--- src/rtl/fp_op_sequencer_pkg.sv ---
// Shared encodings for the FP issue sequencer: OP-FP opcode, op-select codes,
// FSM state encoding and the reserved rounding-mode values.
package fp_op_sequencer_pkg;

  localparam logic [6:0] OPC_OP_FP = 7'b1010011;

  // Reserved rm encodings (101, 110) are rejected as illegal.
  localparam logic [2:0] RM_RSVD0 = 3'b101;
  localparam logic [2:0] RM_RSVD1 = 3'b110;

  // Op select taken from {instr[28], instr[27]}.
  typedef enum logic [1:0] {
    FOP_ADD = 2'b00,
    FOP_SUB = 2'b01,
    FOP_MUL = 2'b10,
    FOP_DIV = 2'b11
  } fop_e;

  typedef enum logic [1:0] {
    ST_IDLE = 2'b00,
    ST_EXEC = 2'b01,
    ST_WB   = 2'b10,
    ST_ERR  = 2'b11
  } state_e;

endpackage

--- src/rtl/fp_op_sequencer_decode.sv ---
// Combinational OP-FP decoder: legality check and latency selection.
// Only the instruction fields that matter for sequencing are brought in.
module fp_op_decode
  import fp_op_sequencer_pkg::*;
#(
  parameter int ADD_LAT = 2,
  parameter int MUL_LAT = 3,
  parameter int DIV_LAT = 8,
  parameter int CNT_W   = 4
) (
  input  logic [6:0]       opcode,    // instr[6:0]
  input  logic [4:0]       funct_hi,  // instr[31:27]
  input  logic [1:0]       fmt,       // instr[26:25]
  input  logic [2:0]       rm,        // instr[14:12]
  output logic             legal,
  output logic [CNT_W-1:0] lat_m1
);

  fop_e op;

  // Legality and counter preload; the FSM counts lat_m1 down to zero in EXEC.
  always_comb begin
    op     = fop_e'(funct_hi[1:0]);
    legal  = (opcode == OPC_OP_FP) && (funct_hi[4:2] == 3'b000) &&
             (fmt == 2'b00) && (rm != RM_RSVD0) && (rm != RM_RSVD1);
    lat_m1 = CNT_W'(ADD_LAT - 1);
    case (op)
      FOP_ADD, FOP_SUB: lat_m1 = CNT_W'(ADD_LAT - 1);
      FOP_MUL:          lat_m1 = CNT_W'(MUL_LAT - 1);
      FOP_DIV:          lat_m1 = CNT_W'(DIV_LAT - 1);
      default:          lat_m1 = CNT_W'(ADD_LAT - 1);
    endcase
  end

endmodule

--- src/rtl/fp_op_sequencer.sv ---
// Issue/sequencing controller for the single-precision FP datapath.
// Accepts one OP-FP instruction at a time, holds it toward the datapath for
// the op latency, then pulses the FP register-file write (or reports illegal).
module fp_op_sequencer
  import fp_op_sequencer_pkg::*;
#(
  parameter int ADD_LAT = 2,
  parameter int MUL_LAT = 3,
  parameter int DIV_LAT = 8,
  parameter int CNT_W   = 4
) (
  input  logic        clk,
  input  logic        rst,
  input  logic        in_valid,
  input  logic [31:0] in_instr,
  output logic        in_ready,
  input  logic        flush,
  output logic [31:0] dp_instr,
  output logic        dp_float_ctrl,
  output logic        dp_reg_write,
  output logic        done_valid,
  output logic [4:0]  done_rd,
  output logic        illegal,
  output logic        busy
);

  state_e             state;
  logic [CNT_W-1:0]   cnt;
  logic               dec_legal;
  logic [CNT_W-1:0]   dec_lat_m1;
  logic               accept;

  fp_op_decode #(
    .ADD_LAT (ADD_LAT),
    .MUL_LAT (MUL_LAT),
    .DIV_LAT (DIV_LAT),
    .CNT_W   (CNT_W)
  ) u_decode (
    .opcode   (in_instr[6:0]),
    .funct_hi (in_instr[31:27]),
    .fmt      (in_instr[26:25]),
    .rm       (in_instr[14:12]),
    .legal    (dec_legal),
    .lat_m1   (dec_lat_m1)
  );

  assign accept = in_valid & in_ready;

  // FSM, latency counter and held instruction; flush aborts any non-idle state.
  always_ff @(posedge clk) begin
    if (rst) begin
      state    <= ST_IDLE;
      cnt      <= '0;
      dp_instr <= '0;
    end else begin
      case (state)
        ST_IDLE: begin
          if (accept) begin
            dp_instr <= in_instr;
            if (dec_legal) begin
              state <= ST_EXEC;
              cnt   <= dec_lat_m1;
            end else begin
              state <= ST_ERR;
            end
          end
        end
        ST_EXEC: begin
          if (flush) begin
            state <= ST_IDLE;
          end else if (cnt == '0) begin
            state <= ST_WB;
          end else begin
            cnt <= cnt - 1'b1;
          end
        end
        ST_WB:   state <= ST_IDLE;
        ST_ERR:  state <= ST_IDLE;
        default: state <= ST_IDLE;
      endcase
    end
  end

  // Moore outputs from registered state; flush suppresses completion that cycle.
  always_comb begin
    in_ready      = (state == ST_IDLE) && !flush;
    busy          = (state != ST_IDLE);
    dp_float_ctrl = (state == ST_EXEC) || (state == ST_WB);
    dp_reg_write  = (state == ST_WB) && !flush;
    done_valid    = ((state == ST_WB) || (state == ST_ERR)) && !flush;
    illegal       = (state == ST_ERR) && !flush;
    done_rd       = dp_instr[11:7];
  end

endmodule

--- config.mk ---
export PLATFORM = sky130hd
export DESIGN_NAME = fp_op_sequencer
export DESIGN_NICKNAME = d
export VERILOG_FILES = /design/src/rtl/fp_op_sequencer_pkg.sv /design/src/rtl/fp_op_sequencer_decode.sv /design/src/rtl/fp_op_sequencer.sv
export SDC_FILE = /design/constraint.sdc
export NUM_CORES = 1
export LEC_CHECK = 0
export CORE_MARGIN = 2
export CORE_UTILIZATION = 41
export DETAILED_ROUTE_END_ITERATION = 7
export GPL_TIMING_DRIVEN = 0
export PLACE_DENSITY = 0.8
export SYNTH_ARGS = -nofsm -noshare
export SYNTH_HDL_FRONTEND = slang
export SYNTH_HIERARCHICAL = 1
export SYNTH_SLANG_ARGS = --single-unit
--- constraint.sdc ---
create_clock -name clk -period 2.71 [get_ports clk]
set_input_delay 0.4065 -clock clk [delete_from_list [all_inputs] [get_ports clk]]
set_output_delay 0.4065 -clock clk [all_outputs]
set_load 0.005 [all_outputs]
[After elaboration in Yosys (flattened, before gate mapping)]
Cells that the tools add are included.
Storage, ports and cells
  word-level logic and storage cells: 53
  output and inout port bits: 43
  flip-flop bits (word level): 38
  input port bits: 36
Cells by class
  multiplexer cells: 11
  equality and inequality tests: 14
  bitwise logic cells: 1
  $add $sub $neg: 1
  reductions and logical operators: 23
Operators with widths (count)
  two-way mux 4 bit: 4
  one-hot mux 4 bit (3 select lines): 1
  != test 3 bit, second input constant: 3
  equality test 2 bit, second input constant: 4
  logical AND 1 bit: 8
  two-way mux 2 bit: 4
  != test 2 bit, second input constant: 4
  one-hot mux 4 bit (2 select lines): 1
  equality test 7 bit, second input constant: 1
  zero test 2 bit: 3
  one-hot mux 2 bit (3 select lines): 1
  AND reduction 5 bit: 1
  equality test 2 x 1 -> 1 bit, second input constant: 2
  zero test 4 bit: 1
  AND reduction 2 bit: 2
  nonzero test 2 bit: 2
  OR reduction 2 bit: 2
  subtractor 4 x 1 -> 4 bit, second input constant: 1
  zero test 3 bit: 1
  logical OR 1 bit: 2
  bitwise AND 1 bit: 1
  zero test 1 bit: 1

[Longest topological paths before layout]
  depth after elaboration: 8
  depth in mapped cells: 8
  depth with buffers taken out: 6

[Hierarchy]
The synthesis kept the hierarchy.
By module, submodules not included
  fp_op_sequencer: cells each 203, area an instance 1621.6 µm², times used 1, sequential area each 760.7 µm²
  fp_op_decode: cells each 10, area an instance 81.3 µm², times used 1, sequential area each 0.0 µm²

[Worst setup path before layout]
No wires, ideal clock.
  path kind: input to register
  start point: in in_instr[29]
  end point: reg cnt[0]
  data arrival time: 2.144 ns
  setup time: 0.070 ns
  cell stages on the path: 6
  data required time: 2.640 ns
  path buffers: 0
  slack: 0.496 ns
  cells stage by stage: or4_1 -> a2111oi_2 -> and3b_1 -> o2111ai_2 -> or3_1 -> a21oi_1
On the way
  word-level cells in the longest chain between the ends: 7
RTL lines
  from (decl): RTL line fp_op_sequencer.sv:15  | input logic [31:0] in_instr,
  zero test 3 bit: RTL line fp_op_sequencer_decode.sv:24  | legal = (opcode == OPC_OP_FP) && (funct_hi[4:2] == 3'b000) &&
  logical AND 1 bit (2 in a row): RTL line fp_op_sequencer_decode.sv:24
  logical AND 1 bit (2 in a row): RTL line fp_op_sequencer_decode.sv:25  | (fmt == 2'b00) && (rm != RM_RSVD0) && (rm != RM_RSVD1);
  via dec_legal: RTL line fp_op_sequencer.sv:29  | logic dec_legal;
  != test 2 bit (no line)
  AND reduction 5 bit (no line)
  to (signal assigned): RTL line fp_op_sequencer.sv:62  | cnt <= dec_lat_m1;
  to (signal assigned): RTL line fp_op_sequencer.sv:74  | cnt <= cnt - 1'b1;
  to (decl): RTL line fp_op_sequencer.sv:28  | logic [CNT_W-1:0] cnt;
The timed path passes the listed nets, and every way through them passes these cells.
A chain may end at the register's enable or synchronous reset.

[Final worst setup path]
Ends and elaborated chain as after synthesis.

==> results.ini <==
[cells_and_area]
syn_to_final_growth_pct=58.0
mostFrequentLayoutCell=clkdlybuf4s50_1
fillers=343
antennaDiodeCount=0
fin_cells=348
num-nets-final=339
final_cell_mix=clkdlybuf4s50_1 (77), nand2_1 (66), dfxtp_1 (38), a21oi_1 (35), clkbuf_1 (9)
final_layout_size_suffix_gt1_frac=0.0772

[setup_path]
reg2reg_depth=8
cpPeakStageDelay_ns=0.59
cp_slowest_cell=or4_1
r2r-start=state[0]
crit_buf_inv=1
cp.arrival_ns=2.82
path_max_fanout=8
crit_path_end_kind=flip-flop
criticalPathCategory=primary input to flip-flop
crit_required_ns=2.93
path_cells=clkdlybuf4s50_1 > or4_1 > a2111oi_4 > and3b_1 > o2111ai_2 > or3_1 > a21oi_1
ff2ff_setup_slack_ns=0.87
start_kind=primary input
cpLargestDelayFamily=simple AND/OR/NAND/NOR gates
r2r_end=dp_instr[11]

[min_path]
hold_depth=2
hold_path.class=flip-flop to flip-flop
hold_end=dp_instr[2]
hp-start=dp_instr[2]

[routing]
viasPerCell=4.68
vias=1630
drc=0
first_pass_iters=4
ant_nets=0
drt_iter0_markers=60
wirelength_um=4350
wl_per_cell_um=12.5

[placement]
hpwlAfterDp_um=3280
port_buffers=77
globalplace.congestion=0.823
post-place-cells=340

[die]
start_util=0.426
die_w_um=68.4
die_h_um=68.4
ios=79
die-area_sq_um=4680
core_region_area_sq_um=4000
num_rows=23

[cts]
cts_root_buf=clkbuf_8
cts_sinks=38
cts_tree=yes
numCtsBuffers=5
clk_pin_slew_worst_paths_ns=0.07
htree_levels=2
hold_buffers=0
cts_max_path_buffers=2
clock_latency_ns=0.29

[sta]
skew_ns=0.00791
hold_viol_final=0
maxSlewViolCount=0
timing.hold.ws_ns=0.455
fin_crit_sh=0.960
fmaxAchievable_mhz=384
setup_violations=0
min_period_ns=2.60

[global_routing]
antenna_found_initial=0
grt_pass1_vias=1541
grt_pass1_wl_um=6940
grt.total_usage=0.198
grt_max_degree=13
grt_remaining_overflow=0

[synth]
syn_area_sq_um=1700
async_flop_share=0
yosys_most_used_dff=dfxtp_1
synthCells=213
synth_edf_count=0
synth_seq_area_share=0.447
syn_nets=255
ys_seq_elements=38
synth_cell_types=36
avgSynthCellArea_sq_um=7.99
yosys_warnings=6

[power_and_ir_drop]
leakagePower_uw=0.00100
p_int_uw=1420
clkPwrFrac=0.297
peakVddDrop_mv=0.456
switching_share=0.287
p_sw_uw=573
p_per_area_nw_per_um2=742
seqPwrFrac=0.351
p_comb_frac=0.353
total_power_uw=2000

[run]
maxCapViolCount=0

[status]
outcome=finished, final reports clean

[tightest hold or removal path, delay by kind of cell, from the launching register on]
| family | cells | cell delay (ns) |
|---|---|---|
| flip-flops | 1 | 0.31 |
| AND/OR/NAND/NOR | 1 | 0.05 |
| AO/OA/AOI/OAI | 1 | 0.05 |
[power groups by stage]
| stage | Combinational, uW | Sequential (uW) | Clock [uW] |
|---|---|---|---|
| final | 704 | 700 | 593 |
| after CTS | 711 | 701 | 602 |
| after detailed placement | 702 | 712 | 0 |
| after global placement | 690 | 709 | 0 |
| after floorplan | 390 | 709 | 0 |
| after global routing | 788 | 712 | 625 |
[layer usage]
| metal | GRT usage | vias up | routed length, um |
|---|---|---|---|
| met1 | 0.247 | 731 | 1890 |
| met3 | 0.0461 | 7 | 184 |
| li1 | - | 856 | - |
| met4 | 0.0675 | 0 | 65 |
| met5 | 0 | - | 0 |
| met2 | 0.333 | 36 | 2220 |
[synthesized netlist by cell type, drive strengths merged, types with 2 or more instances]
master,number,share of area
nand2,66,0.15
dfxtp,38,0.45
a21oi,35,0.10
buf,10,0.037
clkbuf,9,0.020
inv,7,0.015
ha,6,0.044
nor2,5,0.011
nand2b,3,0.011
nand3b,3,0.013
nor2b,3,0.011
and2,2,0.0073
and2b,2,0.0096
mux2i,2,0.012
nand4bb,2,0.013
o21ai,2,0.0059
or2,2,0.0073
[kinds of logic after synthesis]
kind of cell               after synthesis  synth area share
muxes                                    2            0.0118
and+or+nand+nor                         94             0.257
buffers and inverters                   26            0.0727
adders and majority gates                6            0.0441
AOI/OAI and AO/OA                       44             0.155
other                                    1           0.00220
DFF                                     38             0.447
xor gates and xnor gates                 2            0.0103
[sequential cells by signal (all words and copies together) (netlist names)]
signal and count:
dp_instr 32, cnt 4, state 2
[worst max path at each step]
stage / startpoint / endpoint / slack (ns) / cells after the start
finish: in_instr[29] / cnt[0] / 0.11 / 7
global route: in_instr[31] / cnt[0] / -0.008 / 7
CTS: in_instr[29] / cnt[0] / 0.06 / 7
detailed placement: in_instr[29] / cnt[0] / -0.25 / 7
global placement: in_instr[29] / cnt[0] / -0.22 / 7
floorplan: in_instr[29] / cnt[0] / 0.50 / 6
[layout make-up]
cell class	count	area, sq um	area share
buffer	19	97.6	0.0363
clock buffer	6	82.6	0.0307
clock inverter	2	60.1	0.0223
inverter	7	26.3	0.00976
multi-input combinational	149	831	0.309
sequential	38	761	0.283
tap	50	62.6	0.0232
timing repair buffer	77	771	0.286
[stage by stage]
stage,setup TNS (ns),worst slack (ns),utilization,instance area [sq um]
after floorplan,0,0.496,-,1700
after global placement,-0.371,-0.217,0.634,2540
after detailed placement,-0.420,-0.245,0.634,2540
after CTS,0,0.0559,0.670,2680
after global routing,-0.00793,-0.00793,0.673,2690
final,0,0.109,0.673,2690
[timing repair]
action	4_1_cts	5_1_grt
buffers inserted	0	0
setup endpoints to repair	0	1
gates resized for setup	0	1
Note: power is estimated with default switching activity, not from simulation.
==> patch 1 (config.mk and constraints unchanged) <==
`CNT_W` is set to 4 in 2 places; all go to 3.
--- a/src/rtl/fp_op_sequencer_decode.sv
+++ b/src/rtl/fp_op_sequencer_decode.sv
@@ -8,3 +8,3 @@
   parameter int DIV_LAT = 8,
-  parameter int CNT_W   = 4
+  parameter int CNT_W   = 3
 ) (
--- a/src/rtl/fp_op_sequencer.sv
+++ b/src/rtl/fp_op_sequencer.sv
@@ -9,3 +9,3 @@
   parameter int DIV_LAT = 8,
-  parameter int CNT_W   = 4
+  parameter int CNT_W   = 3
 ) (
Check against the original RTL: same outputs for any inputs over 10 cycles, from zero or initial values and one cycle with rst high; that may be too few to reach the edited logic, so the function may still have changed.
==> patch 1 against the original RTL <==
Maximum frequency increased by 0.15%; sequential cell count decreased by 1; synthesized cell count decreased by 6.6%; critical path depth unchanged; hold slack got worse by 0.025 ns; worst setup slack improved by 0.0038 ns; sequential share of layout area decreased by 0.86 points; wire length decreased by 2.6%; critical path type unchanged; power decreased by 15%; final area increased by 0.42%; die area increased by 4.4%; first-iteration DRC count increased by 18%; synthesized area increased by 4.7%; clock power decreased by 36%.
==> patch 1: results (changes against the original RTL) <==
- Routed vias/inst: 4.74 (+1.3%)
- Complex-gate fraction of the synthesized area: 0.208 (+0.0527)
* Inverters: 7 (unchanged)
* Flop-to-flop setup slack: 0.91 ns (+0.04 ns)
* Power density over cell area: 628 nW/um^2 (-15%)
- Layout cell share with drive strength beyond 1: 0.233 (+0.156)
* Cell Area, Placed: 2620 sq um (+3.2%)
- Sequential Power: 0.653 mW (-6.7%)
* Met2 routed WL: 2.09 mm (-5.7%)
- Worst reg2reg path depth: 6 (-2)
- The top fanout value on the critical path came to 5 (-3).
* Sum of net half-perimeters after detailed placement: 3.27 mm (-0.43%)
- The number of distinct library cell variants in the gate-level netlist after synthesis was 34 (-5.6%).
- Routed wl met3: 303 microns (+65%)
- Maximum number of pins on one net before global-route repair: 11 (-2)
- The area share of xor/xnor cells in the synthesized design was 0.00491 (-0.00537).
- Detailed-route wire length: 4.24 mm (-2.6%)
- The final layout net count is 326 (-3.8%).
* Wire length of the first global-routing pass: 7.27 mm (+4.8%)
- Mux contribution to synthesized area: 0.0119 (+0.000174)
- The number of tapcells was 50 (unchanged).
- The static leakage power was 0.939 nW (-6.3%).
- The count of plain and timing-repair buffers was 94 (-2.1%).
* Met2 Usage GRT: 0.299 (-0.0335)
* Sequential cell area fraction in the yosys report: 0.415 (-0.0313)
* Count of clock tree sinks: 37 (-2.6%)
* Multi-input gates: 138 (-7.4%)
* Crit path DAT: 2.76 ns (-0.06 ns)
* Layout non-clock buf frac: 0.333 (+0.0107)
* Sequential share of cell area: 0.274 (-0.00859)
- Via count: 1580 (-3.1%)
- The relative contribution of combinational cells to total power came to 0.393 (+0.040).
- Overall routing resource usage: 0.185 (-0.0129)
* Type of the most critical hold path: in -> reg
- Post-Route Skew: 0.00269 ns (-0.00522 ns)
- The number of clock buffer instances in the layout came to 7 (+1).
- Worst IR drop on VDD: 0.353 mV (-23%)
- The synthesized area divided by synthesized cell count came to 8.96 sq um (+12%).
- The met3 track demand over resource in global routing is 0.0707 (+0.0247).
- The total routed wire length on the met1 layer is 1.81 mm (-4.2%).
- The endpoint identified for the worst register-to-register timing path is cnt[1].
- Post-Syn Nets: 242 (-5.1%)
* Outcome: complete, no violations
- The adder-cell share of the synthesized area was 0.0491 (+0.00504).
- Worst setup slack after placement: -0.139 ns (+0.106 ns)
- Gpl congestion: 0.781 (-5.1%)
* Kind of cell adding the most delay to the critical path: compound AO/OA/AOI/OAI gates
- Post-synth top cells: sky130_fd_sc_hd__nand2_1, sky130_fd_sc_hd__dfxtp_1, sky130_fd_sc_hd__a21oi_2
- The clock network contribution to total cell area is 0.0319 (-0.0211).
- Grt met1 use: 0.228 (-0.0199)
- In the final layout, the registers with the most flip-flops are dp_instr (32), cnt (3), state (2).
- Largest cells by area after synthesis: sky130_fd_sc_hd__dfxtp_1, sky130_fd_sc_hd__a21oi_2, sky130_fd_sc_hd__nand2_1
[patch 1: cell types whose count changed in the layout (fill, tap and decap cells not counted), moves of 3 or more]
cell	delta
sky130_fd_sc_hd__nand2_2	+10
sky130_fd_sc_hd__a21oi_2	+30
sky130_fd_sc_hd__nand2_1	-10
sky130_fd_sc_hd__nand3b_1	-3
sky130_fd_sc_hd__clkbuf_1	-5
sky130_fd_sc_hd__a21oi_1	-31
sky130_fd_sc_hd__a211oi_1	+4
[patch 1: stage by stage]
step                utilization  hold slack, ns
floorplan                     -           0.444
global placement          0.640           0.444
detailed placement        0.640           0.449
CTS                       0.661           0.424
global route              0.661           0.451
finish                    0.661           0.429
[patch 1: worst max-delay path by stage]
stage,to,slack [ns]
6_report,cnt[1],0.11
3_5_place_dp,cnt[1],-0.14
5_1_grt,cnt[1],0.06
2_1_floorplan,cnt[1],0.50
3_3_place_gp,cnt[2],-0.11
4_1_cts,cnt[1],0.15
==> patch 2 (same flow settings) <==
Without the edit above. The 4 states of `state_e` get a one-hot encoding in 4 bits.
--- a/src/rtl/fp_op_sequencer_pkg.sv
+++ b/src/rtl/fp_op_sequencer_pkg.sv
@@ -18,7 +18,7 @@
 
-  typedef enum logic [1:0] {
-    ST_IDLE = 2'b00,
-    ST_EXEC = 2'b01,
-    ST_WB   = 2'b10,
-    ST_ERR  = 2'b11
+  typedef enum logic [3:0] {
+    ST_IDLE = 4'b0001,
+    ST_EXEC = 4'b0010,
+    ST_WB   = 4'b0100,
+    ST_ERR  = 4'b1000
   } state_e;
Behaviour: same outputs for any inputs over 10 cycles, from zero or initial values and one cycle with rst high; not proved beyond that.
==> patch 2 against the original RTL <==
Sequential cell count grew 2; synthesized area up 4.0%; utilization grew 0.51 points; wire length up 2.4%; global-route usage fell by 1.6 points; final area rose by 2.9%; worst setup slack better by 0.084 ns; clock skew shrank 0.0053 ns; non-clock buffer count is the same; maximum frequency is 3.3% higher; critical path type unchanged; largest cell class unchanged.
Power is not compared: it rests on default switching activity, and its combinational part moved more than twofold at a synthesized area within 25%.
==> patch 2: results (changes against the original RTL) <==
* Overall routing resource usage: 0.182 (-0.0160)
* Worst IR drop on VDD: 0.336 mV
- The estimated wirelength of the detail-placed design came to 3.21 mm (-2.3%).
- Hold worst-path end: dp_instr[21]
* Topmost layer with routed signal wires: met4
* Number of global-route vias before repair: 1639 (+6.4%)
* Layout cell share with drive strength beyond 1: 0.0861 (+0.00891)
- Synth unique cells: 38 (+5.6%)
- The number of fillers in the final layout is 364 (+6.1%).
- Critical R2R Launch: cnt[0]
- Post-Syn Nets: 252 (-1.2%)
* Per-instance average area after synthesis: 8.23 sq um (+3.0%)
* Capture instance of the worst register-to-register path: cnt[1]
- Post-synth top cells: sky130_fd_sc_hd__nand2_1, sky130_fd_sc_hd__dfxtp_1, sky130_fd_sc_hd__a21oi_1
- After clock tree synthesis, the clock-pin slew on the worst setup and hold paths is 0.08 ns.
- Fraction of synthesized cell area in xor and xnor cells: 0.00989 (-0.000393)
- Largest registers in the final layout: dp_instr (32), cnt (4), state (4)
* Maximum fanout encountered on the critical timing path: 5 (-3)
- Routed wl met3: 307 microns (+67%)
- The final-layout worst hold slack was 0.454 ns (-0.000719 ns).
* Final min period: 2.52 ns (-0.0838 ns)
- Worst reg2reg path depth: 6 (-2)
- The total routed wire length on the met1 layer was 1.91 mm (+0.95%).
* Gpl congestion: 0.811 (-1.4%)
* Global-route track usage on met3: 0.0465 (+0.000459)
- Outcome: complete, no violations
* Clock insertion delay at the later pin of the skew report: 0.28 ns
* Wire length of the first global-routing pass: 7.22 mm (+4.0%)
- The post-layout instance count excluding filler cells came to 352 (+1.1%).
- The number of post-CTS setup repair buffers is 1 (+1).
- The initial antenna violation count is 0 (unchanged).
* Met2 Usage GRT: 0.302 (-0.0306)
- Worst setup slack after placement: -0.347 ns (-0.102 ns)
- The placed cell count is 343 (+0.88%).
* Via count: 1745 (+7.1%)
* Routed len/inst: 12.7 microns (+1.2%)
- The area fraction in compound gates after synthesis came to 0.155 (-0.000263).
* Largest cells by area after synthesis: sky130_fd_sc_hd__dfxtp_1, sky130_fd_sc_hd__nand2_1, sky130_fd_sc_hd__a21oi_1
- Adder-Cell Fraction of Synth Area: 0.00707 (-0.0370)
* Startpoint of the tightest hold check path: dp_instr[21]
* Worst-path cell with the longest stage delay: sky130_fd_sc_hd__or4bb_1
* Flop-to-flop setup slack: 0.93 ns (+0.06 ns)
- Kind of cell adding the most delay to the critical path: compound AO/OA/AOI/OAI gates
- The most critical setup path has its startpoint at in_instr[0].
* Count of instances resized after the clock tree is built: 2 (+2)
* Grt met1 use: 0.225 (-0.0221)
- The number of DRC violations after detailed-routing iteration 0 is 66 (+10%).
* Crit path DAT: 2.72 ns (-0.10 ns)
- Area taken by multi-input logic gates: 866 sq um (+4.2%)
- The routed wire length on met2 is 2.19 mm (-1.3%).
- The stage delay of the slowest cell on the critical path came to 0.54 ns (-0.05 ns).
* Number of input and output port buffers inserted: 78 (+1.3%)
- The final clock skew is 0.00266 ns (-0.00525 ns).
- Sequential cell area fraction in the yosys report: 0.452 (+0.00557)
- The total placed instance area is 2610 sq um (+3.1%).
## patch 2: worst min-delay path, cell delays in order, from the launching register on
cell	delay (ns)
sky130_fd_sc_hd__dfxtp_1	0.31
sky130_fd_sc_hd__nand2_1	0.05
sky130_fd_sc_hd__a21oi_1	0.05
## patch 2: power groups by stage
| stage | Combinational [mW] | Sequential (mW) | Clock (mW) |
|---|---|---|---|
| floorplan | 0.0763 | 0.640 | 0 |
| global placement | 0.204 | 0.638 | 0 |
| detailed placement | 0.206 | 0.639 | 0 |
| CTS | 0.207 | 0.626 | 0.540 |
| global route | 0.226 | 0.629 | 0.563 |
| finish | 0.206 | 0.625 | 0.529 |
## patch 2: cell type report
class,instances,area share
multi-input cells,153,0.313
flip-flops and latches,40,0.289
repair buffers,79,0.284
plain buffers,17,0.0393
clock buffers,7,0.0348
well taps,50,0.0226
clock inverters,1,0.0108
inverters,5,0.00678
